===== config.mk =====
export PLATFORM = sky130hd
export DESIGN_NAME = fetch_stage
export DESIGN_NICKNAME = d
export VERILOG_FILES = /design/src/rtl/fetch_stage_pkg.sv /design/src/rtl/fetch_queue.sv /design/src/rtl/fetch_stage.sv
export SDC_FILE = /design/constraint.sdc
export NUM_CORES = 1
export LEC_CHECK = 0
export BUFFER_PORTS_ARGS = -buffer_cell sky130_fd_sc_hd__buf_2
export CAP_MARGIN = 0
export CORE_MARGIN = 2
export CORE_UTILIZATION = 55
export CTS_CLUSTER_SIZE = 30
export DETAILED_ROUTE_END_ITERATION = 8
export PLACE_DENSITY = 0.87
export SYNTH_ARGS = -nofsm -noshare
export SYNTH_HDL_FRONTEND = slang
export SYNTH_SLANG_ARGS = --single-unit

===== constraint.sdc =====
create_clock -name clk -period 9.6 [get_ports clk]
set_clock_uncertainty 0.05 [all_clocks]
set_input_delay 0 -clock clk [delete_from_list [all_inputs] [get_ports clk]]
set_output_delay 0 -clock clk [all_outputs]
set_load 0.03 [all_outputs]

===== src/rtl/fetch_stage_pkg.sv =====
// Shared types for the instruction-fetch stage: pipeline control bundles,
// the registered IF output and the fetch-queue entry layout.
package fetch_stage_pkg;

    localparam int unsigned XLEN        = 32;
    localparam int unsigned INSTR_BYTES = 4;

    typedef struct packed {
        logic [XLEN-1:0] PC;
        logic            valid;
    } if_stage_output_t;

    typedef struct packed {
        logic            flushEn;
        logic [XLEN-1:0] redirectPC;
    } flush_req_t;

    typedef struct packed {
        logic stallEn;
        logic start;
    } stall_t;

    typedef struct packed {
        logic [XLEN-1:0] pc;
        logic [XLEN-1:0] instr;
        logic            filled;
    } fq_entry_t;

endpackage


===== src/rtl/fetch_queue.sv =====
// In-order fetch queue: entries are allocated at request time, filled in order
// by responses, and popped from the head once filled.
module fetch_queue
    import fetch_stage_pkg::*;
#(
    parameter int unsigned DEPTH = 2,
    parameter int unsigned width = XLEN,
    localparam int unsigned CNT_W = $clog2(DEPTH) + 1
) (
    input  logic             clk,
    input  logic             rst_n,
    input  logic             clk_en_i,
    input  logic             clear_i,
    input  logic             alloc_i,
    input  logic [width-1:0] alloc_pc_i,
    input  logic             fill_i,
    input  logic [width-1:0] fill_instr_i,
    input  logic             pop_i,
    output fq_entry_t        head_o,
    output logic [CNT_W-1:0] count_o,
    output logic [CNT_W-1:0] unfilled_o
);

    localparam int unsigned IDX_W = $clog2(DEPTH);
    localparam logic [CNT_W-1:0] PTR_ONE = CNT_W'(1);

    // Pointers carry one extra wrap bit so full and empty are distinguishable.
    logic [CNT_W-1:0] head_q, head_d;
    logic [CNT_W-1:0] fill_q, fill_d;
    logic [CNT_W-1:0] tail_q, tail_d;
    logic [DEPTH-1:0] filled_q, filled_d;

    logic [width-1:0] pc_mem    [DEPTH];
    logic [width-1:0] instr_mem [DEPTH];

    logic [IDX_W-1:0] head_idx, fill_idx, tail_idx;
    logic             do_fill, do_pop;

    assign head_idx   = head_q[IDX_W-1:0];
    assign fill_idx   = fill_q[IDX_W-1:0];
    assign tail_idx   = tail_q[IDX_W-1:0];
    assign count_o    = tail_q - head_q;
    assign unfilled_o = tail_q - fill_q;

    assign do_fill = fill_i && (unfilled_o != '0);
    assign do_pop  = pop_i && filled_q[head_idx];

    always_comb begin
        head_o.pc     = pc_mem[head_idx];
        head_o.instr  = instr_mem[head_idx];
        head_o.filled = filled_q[head_idx];
    end

    always_comb begin
        // NOTE: every next-state variable gets a default first so no path leaves it unassigned (no latch).
        head_d   = head_q;
        fill_d   = fill_q;
        tail_d   = tail_q;
        filled_d = filled_q;
        if (clear_i) begin
            head_d   = '0;
            fill_d   = '0;
            tail_d   = '0;
            filled_d = '0;
        end else begin
            if (alloc_i) begin
                tail_d = tail_q + PTR_ONE;
            end
            if (do_fill) begin
                filled_d[fill_idx] = 1'b1;
                fill_d             = fill_q + PTR_ONE;
            end
            // A popped head is always filled, so it never shares a slot with the fill pointer.
            if (do_pop) begin
                filled_d[head_idx] = 1'b0;
                head_d             = head_q + PTR_ONE;
            end
        end
    end

    always_ff @(posedge clk or negedge rst_n) begin
        if (!rst_n) begin
            // NOTE: sequential state uses non-blocking assignments so all flops update together.
            head_q   <= '0;
            fill_q   <= '0;
            tail_q   <= '0;
            filled_q <= '0;
        end else if (clk_en_i) begin
            head_q   <= head_d;
            fill_q   <= fill_d;
            tail_q   <= tail_d;
            filled_q <= filled_d;
        end
    end

    // NOTE: payload storage is not reset; the filled flags alone decide whether an entry is meaningful.
    always_ff @(posedge clk) begin
        if (clk_en_i && alloc_i && !clear_i) begin
            pc_mem[tail_idx] <= alloc_pc_i;
        end
        if (clk_en_i && do_fill && !clear_i) begin
            instr_mem[fill_idx] <= fill_instr_i;
        end
    end

endmodule


===== src/rtl/fetch_stage.sv =====
// Instruction-fetch stage: owns the fetch PC, gates word requests to memory,
// discards stale responses after a redirect and registers the output to decode.
module fetch_stage
    import fetch_stage_pkg::*;
#(
    parameter int unsigned       width        = XLEN,
    parameter logic [width-1:0]  RESET_VECTOR = '0,
    parameter int unsigned       DEPTH        = 2
) (
    input  logic             clk,
    input  logic             rst,
    input  logic             clkEn,
    input  flush_req_t       flush,
    input  stall_t           stall,
    output logic             imemReqValid,
    input  logic             imemReqReady,
    output logic [width-1:0] imemReqAddr,
    input  logic             imemRespValid,
    input  logic [width-1:0] imemRespData,
    output if_stage_output_t stageOutput,
    output logic [width-1:0] instruction
);

    localparam int unsigned CNT_W = $clog2(DEPTH) + 1;

    logic [width-1:0] fetch_pc_q, fetch_pc_d;
    logic [CNT_W-1:0] drop_cnt_q, drop_cnt_d;
    if_stage_output_t stage_out_q, stage_out_d;
    logic [width-1:0] instr_q, instr_d;

    fq_entry_t        head;
    logic [CNT_W-1:0] q_count, q_unfilled, pending;
    logic             flush_now, resp_now, dropping, req_fire, fill, advance, pop;
    logic             unused_bits;

    assign flush_now = clkEn && flush.flushEn;
    assign resp_now  = clkEn && imemRespValid;
    assign dropping  = (drop_cnt_q != '0);
    assign req_fire  = imemReqValid && imemReqReady;
    assign fill      = resp_now && !dropping && !flush.flushEn;
    assign advance   = clkEn && !stall.stallEn && !flush.flushEn;
    assign pop       = advance && head.filled;
    assign pending   = q_unfilled + drop_cnt_q;

    // New requests wait until every stale response has drained, so none can alias.
    assign imemReqValid = rst && clkEn && !flush.flushEn && !dropping
                          && (q_count < CNT_W'(DEPTH));
    assign imemReqAddr  = fetch_pc_q;
    assign stageOutput  = stage_out_q;
    assign instruction  = instr_q;
    assign unused_bits  = ^{stall.start, flush.redirectPC[1:0]};

    fetch_queue #(
        .DEPTH (DEPTH),
        .width (width)
    ) u_queue (
        .clk          (clk),
        .rst_n        (rst),
        .clk_en_i     (clkEn),
        .clear_i      (flush_now),
        .alloc_i      (req_fire),
        .alloc_pc_i   (fetch_pc_q),
        .fill_i       (fill),
        .fill_instr_i (imemRespData),
        .pop_i        (pop),
        .head_o       (head),
        .count_o      (q_count),
        .unfilled_o   (q_unfilled)
    );

    always_comb begin
        fetch_pc_d  = fetch_pc_q;
        drop_cnt_d  = drop_cnt_q;
        stage_out_d = stage_out_q;
        instr_d     = instr_q;

        if (flush_now) begin
            fetch_pc_d  = {flush.redirectPC[width-1:2], 2'b00};
            // A response landing in the flush cycle is itself one of the stale ones.
            drop_cnt_d  = (resp_now && pending != '0) ? pending - CNT_W'(1) : pending;
            stage_out_d = '0;
            instr_d     = '0;
        end else begin
            if (req_fire) begin
                fetch_pc_d = fetch_pc_q + width'(INSTR_BYTES);
            end
            if (resp_now && dropping) begin
                drop_cnt_d = drop_cnt_q - CNT_W'(1);
            end
            if (advance) begin
                if (head.filled) begin
                    stage_out_d.PC    = head.pc;
                    stage_out_d.valid = 1'b1;
                    instr_d           = head.instr;
                end else begin
                    stage_out_d.valid = 1'b0;
                end
            end
        end
    end

    always_ff @(posedge clk or negedge rst) begin
        if (!rst) begin
            fetch_pc_q  <= RESET_VECTOR;
            drop_cnt_q  <= '0;
            stage_out_q <= '0;
            instr_q     <= '0;
        end else if (clkEn) begin
            fetch_pc_q  <= fetch_pc_d;
            drop_cnt_q  <= drop_cnt_d;
            stage_out_q <= stage_out_d;
            instr_q     <= instr_d;
        end
    end

    a_no_resp_when_gated: assert property (
        @(posedge clk) disable iff (!rst) !(imemRespValid && !clkEn)
    );

    a_no_orphan_resp: assert property (
        @(posedge clk) disable iff (!rst) (resp_now && !dropping) |-> (q_unfilled != '0)
    );

endmodule


==> results of run 1 <==
==> worst min-delay path by stage <==
stage                           to  slack [ps]  cells past startpoint
global placement    instruction[5]         -60                      1
CTS                 instruction[3]          10                      3
finish              instruction[4]          20                      3
detailed placement  instruction[5]         -60                      1
global route        instruction[4]          40                      3
floorplan            drop_cnt_q[0]        -350                      0
==> layer usage <==
| metal | vias up | global-route usage | wire length, um |
|---|---|---|---|
| met1 | 3471 | 0.348 | 9390 |
| met2 | 380 | 0.447 | 11600 |
| met3 | 50 | 0.0457 | 1820 |
| met4 | 0 | 0.0863 | 563 |
| met5 | - | 0 | 0 |
| li1 | 3104 | - | - |
==> cell usage after synthesis (2+ instances only) <==
| cell type | number | share of area |
|---|---|---|
| edfxtp_1 | 124 | 0.40 |
| dfrtp_1 | 103 | 0.28 |
| nor2_1 | 79 | 0.032 |
| nor3b_1 | 65 | 0.053 |
| a221oi_1 | 62 | 0.059 |
| clkbuf_1 | 39 | 0.016 |
| nand2_1 | 28 | 0.011 |
| inv_1 | 19 | 0.0077 |
| nand3_1 | 19 | 0.010 |
| o21ai_0 | 18 | 0.0097 |
| a221o_1 | 13 | 0.014 |
| nor3_1 | 12 | 0.0065 |
| a21oi_1 | 11 | 0.0060 |
| or3_1 | 9 | 0.0061 |
| xnor2_1 | 8 | 0.0076 |
| a21o_1 | 7 | 0.0057 |
| nand4_1 | 7 | 0.0047 |
| o211ai_1 | 7 | 0.0057 |
| ha_1 | 5 | 0.0068 |
| buf_4 | 4 | 0.0032 |
| mux2i_1 | 4 | 0.0043 |
| nor4_1 | 4 | 0.0027 |
| and2_1 | 3 | 0.0020 |
| and3_1 | 3 | 0.0020 |
| o31a_1 | 3 | 0.0028 |
| a211oi_1 | 2 | 0.0016 |
| a32o_1 | 2 | 0.0022 |
| and4_1 | 2 | 0.0019 |
| buf_1 | 2 | 0.00081 |
| buf_2 | 2 | 0.0011 |
| buf_6 | 2 | 0.0024 |
| nand2b_1 | 2 | 0.0014 |
| nor2b_1 | 2 | 0.0014 |
| or4_1 | 2 | 0.0016 |
==> final cells by class <==
cell class | count | area, um^2
repair buffers | 241 | 1590
clock buffers | 28 | 594
flip-flops and latches | 227 | 6300
multi-input cells | 406 | 2700
inverters | 19 | 71.3
clock inverters | 12 | 81.3
well taps | 220 | 275
fillers | 1057 | 4910
==> cells in the final DEF (no fill, tap or decap), types with 5 or more instances in the layout <==
cell type / netlist / final
a21o_1: 7 / 6
a21oi_1: 11 / 11
a221o_1: 13 / 13
a221oi_1: 62 / 62
buf_2: 2 / 161
buf_4: 4 / 10
clkbuf_1: 39 / 5
clkbuf_16: 0 / 23
clkinv_1: 0 / 5
clkinv_2: 0 / 5
dfrtp_1: 103 / 102
dlygate4sd3_1: 0 / 69
edfxtp_1: 124 / 124
ha_1: 5 / 5
inv_1: 19 / 19
nand2_1: 28 / 28
nand3_1: 19 / 19
nand4_1: 7 / 7
nor2_1: 79 / 77
nor3_1: 12 / 12
nor3b_1: 65 / 65
o211ai_1: 7 / 7
o21ai_0: 18 / 18
or3_1: 9 / 9
xnor2_1: 8 / 8
==> cell families after synthesis <==
group | count (synthesis)
flops | 227
compound gates | 137
fa+ha+maj | 5
xor+xnor | 11
other cells | 1
simple gates | 244
mux | 5
buf+inv | 68
==> where the power goes <==
part	total (mW)	internal, mW	switching (mW)
logic	0.293	0.112	0.180
registers	1.14	1.08	0.0611
clock network	0.813	0.464	0.348
==> worst min-delay path: cells and delay by family <==
kind                   cells  cell delay (ps)
buffers and inverters      3              920
==> flip-flops by register name (all words and copies together) (netlist names) <==
signal	cells
imemReqAddr	30
u_queue.head_q	2
u_queue.filled_q	2
u_queue.instr_mem	64
u_queue.tail_q	2
drop_cnt_q	2
stageOutput	31
instruction	32
u_queue.pc_mem	60
u_queue.fill_q	2
==> impl_metrics.ini, run 1 <==
[synthesis]
syn_inst = 698
synth-async-reset-ratio = 0.454
synth_xor_xnor_area_share = 0.0127
synth_compound_area_frac = 0.117
synth_ff_type = edfxtp_1
ys_types = 58
ys_ff_latch = 227
synth-simple-area-share = 0.144
syn_area_um2 = 9250
avgSynthCellArea_um2 = 13.2
synthMuxAreaShare = 0.00555
yosys_warnings = 0
seq_area_frac_synth = 0.682
synth-edff-count = 124
synthAdderAreaFrac = 0.00677
synth_top_family_by_area = simple AND/OR/NAND/NOR gates

[grt]
antenna_found_initial = 0
grt_util_all_layers = 0.263
grt_pass1_vias = 7047
grt_pass1_wl_mm = 37.0
grt_overflow = 0
grt_max_degree = 73

[worst_setup_path]
crit_top_cell = buf_4
path_cells = buf_4 > nand2b_1 > a21o_4 > buf_4 > a21boi_0 > o22ai_1 > dlygate4sd3_1
critical_path.top_delay_family = buffers and inverters
cp_max_fo = 65
cp_data_required_time_ps = 9920
critPathCaptureType = flip-flop
critPathLaunch = u_queue.head_q[0]
reg2reg_setup_slack_ps = 5970
start_kind = flip-flop
r2r_cells = 7
worst-path-stages = 7
r2r_start = u_queue.head_q[0]
critPathKind = flip-flop to flip-flop
regToRegEndpoint = stageOutput[0]
cp_num_buf_inv = 3
critical_path.slowest_cell = buf_4
critPathCapture = stageOutput[0]
critPathArrivalTime_ps = 3950
max_stage_delay_ps = 670

[run]
drv_cap = 0

[placed_design]
port_buffers = 162
dp_slack_ps = 6370
placed_area_um2 = 10200
dpl.hpwl_mm = 12.9
gp_congestion = 0.855
placed_cells = 1043

[sta]
drv_slew = 0
fmaxAchievable_mhz = 275
rsz0062_at_grt = no
layout_setup_ws_ps = 5970
hold_ws_ps = 22.1
tns_ps = 0
worst_slew_pin_slew_ps = 1000
hold_viol_final = 0
fin_crit_sh = 0.378
setup-violations-final = 0
period_needed_ps = 3630
slew_headroom = 0.331

[die]
rows = 47
start_util = 0.559
die_h_um = 134
io_pins = 170
core_area_um2 = 16500
die_x_um = 134
die_area_um2 = 17900

[clock_network]
cts_setup_buffers = 0
ctsHoldBuffers = 70
cts_root_buf = clkbuf_16
clk_latency_ps = 500
cts_made_buffers = 22
clockBufferDepth = 3
h-tree-depth = 1
cts_resized = 0
clk_pin_slew_ps = 60
clock-sinks = 227
cts_tree = done

[route]
wire_per_inst_um = 20.3
dr.first_iter.drc_count = 495
vias = 7005
via_per_inst = 6.08
drt-total-wl_mm = 23.4
first_pass_iters = 5
drc = 0
ant_nets = 0

[final_layout]
diodes = 0
final_cells = 1153
final_cell_area_um2 = 11600
drive_gt1_frac = 0.234
area_growth_syn_to_layout_pct = 25.6
final_nets = 994
fin_util = 0.703

[power_and_ir_drop]
powerDensity_nw_per_um2 = 194
power.leakage_nw = 4.78
ir_drop_mv = 0.154
p_total_mw = 2.25

[outcome]
status = complete, no violations

[worst_hold_path]
hold_class = input port to asynchronous set/reset pin
No activity file was read; power rests on OpenSTA's default activity.
==> run 2, diff against run 1 <==
==> constraint.sdc (replaced) <==
create_clock -name clk -period 3.75 [get_ports clk]
set_clock_uncertainty 0.05 [all_clocks]
set_input_delay 0 -clock clk [delete_from_list [all_inputs] [get_ports clk]]
set_output_delay 0 -clock clk [all_outputs]
set_load 0.03 [all_outputs]
==> impl_metrics.ini, run 2 (synthesis results as in run 1) <==
[die]
core_area_um2 = 16500
die_x_um = 134
io_pins = 170
rows = 47
die_h_um = 134
die_area_um2 = 17900
start_util = 0.559

[final_layout]
final_cell_mix = 161 x buf_2, 124 x edfxtp_1, 102 x dfrtp_1
top_register = u_queue.instr_mem
fin_util = 0.716
drive_gt1_frac = 0.245
final_cells = 1164
area_growth_syn_to_layout_pct = 27.9
seq_area_um2 = 6300
multi_input_area_um2 = 2700
largest_reg_flops = 64
final_nets = 1002
final_common_cell = buf_2
nFillCells = 1062

[clock_network]
cts_tree = done
cts_root_buf = clkbuf_16
clock-sinks = 227
clockBufferDepth = 3
h-tree-depth = 1
clk_pin_slew_ps = 70
clk_latency_ps = 510
cts_resized = 0
cts_made_buffers = 24

[route]
route.met2.wl_mm = 11.8
vias = 7000
via_per_inst = 6.01
drc = 0
highest_layer = met4
drt-met1-wl_mm = 9.15
ant_nets = 0
dr.first_iter.drc_count = 660
wire_per_inst_um = 20.4
met3_length_mm = 2.04
first_pass_iters = 5
drt-total-wl_mm = 23.8

[worst_setup_path]
max_stage_delay_ps = 560
cp_max_fo = 73
critical_path.top_delay_family = buffers and inverters
start_kind = flip-flop
critPathCaptureType = flip-flop
critical_path.slowest_cell = dlygate4sd3_1
critPathArrivalTime_ps = 3220
critPathKind = flip-flop to flip-flop
cp_data_required_time_ps = 4090
path_cells = buf_4 > nand2b_1 > a21o_4 > buf_12 > a21boi_0 > o22ai_1 > dlygate4sd3_1
cp_num_buf_inv = 3

[grt]
grt_max_degree = 74
antenna_found_initial = 1
grt_pass1_vias = 7125
grt_overflow = 0
grt_util_all_layers = 0.269
grt_pass1_wl_mm = 37.7

[placed_design]
port_buffers = 162
dp_slack_ps = 1050
placed_cells = 1050
dpl.hpwl_mm = 13.6
gp_congestion = 0.861

[sta]
fmaxAchievable_mhz = 346
layout_setup_ws_ps = 863
slew_headroom = 0.376
hold_viol_final = 0
period_needed_ps = 2890
setup-violations-final = 0
fin_crit_sh = 0.770
tns_ps = 0
worst_slew_pin_slew_ps = 936
drv_slew = 0
rsz0062_at_grt = no

[power_and_ir_drop]
powerDensity_nw_per_um2 = 518
power.leakage_nw = 4.90
ir_drop_mv = 0.341

[worst_hold_path]
hold_class = input port to asynchronous set/reset pin

[run]
drv_cap = 0

[outcome]
status = complete, no violations
## run 2: what timing repair did
item                      CTS  global route
hold endpoints to repair  137             0
hold buffers               69             0
buffers inserted            0             0
## run 2: worst reg2reg max path, cell delays in order (launching register included)
cell,delay [ps]
dfrtp_2,370
buf_4,360
nand2b_1,210
a21o_4,480
buf_12,380
a21boi_0,260
o22ai_1,100
dlygate4sd3_1,560
## run 2: path summary, 6_finish.rpt
path	slack (ps)	from	cells past startpoint	to
min	150	rst	3	stageOutput[21]
max	860	u_queue.head_q[0]	7	stageOutput[0]
min in group clk	160	imemRespData[7]	2	u_queue.instr_mem[0][7]
max reg2reg	860	u_queue.head_q[0]	7	stageOutput[0]
max in group asynchronous	2140	rst	4	instruction[16]
min reg2reg	450	u_queue.pc_mem[1][4]	2	stageOutput[5]
## run 2: report_power, final
group          switching [mW]  total, mW  internal (mW)
sequential              0.155       2.92           2.77
combinational           0.482      0.778          0.296
clock                   0.923       2.42           1.50
total                    1.56       6.12           4.56
## run 2: stage by stage
| step | power [mW] | hold slack, ps | cell area [um^2] |
|---|---|---|---|
| finish | 6.12 | 146 | 11800 |
| global route | 6.34 | 169 | 11800 |
| CTS | 6.14 | 139 | 11800 |
| detailed placement | 3.67 | 66.1 | 10300 |
| global placement | 3.63 | 69.0 | 10300 |
| floorplan | 3.39 | -346 | 9260 |
## run 2: cell type report
cell class / instances / share of cell area
inverter: 19 / 0.00603
clock inverter: 7 / 0.00741
clock buffer: 37 / 0.0627
tap: 220 / 0.0233
sequential: 227 / 0.533
multi-input combinational: 406 / 0.228
antenna: 1 / 0.000212
timing repair buffer: 247 / 0.139
## run 2: metal layers
| layer | track usage | vias up |
|---|---|---|
| met1 | 0.358 | 3441 |
| met2 | 0.450 | 376 |
| met4 | 0.0969 | 0 |
| met3 | 0.0464 | 68 |
| li1 | - | 3115 |
| met5 | 0 | - |
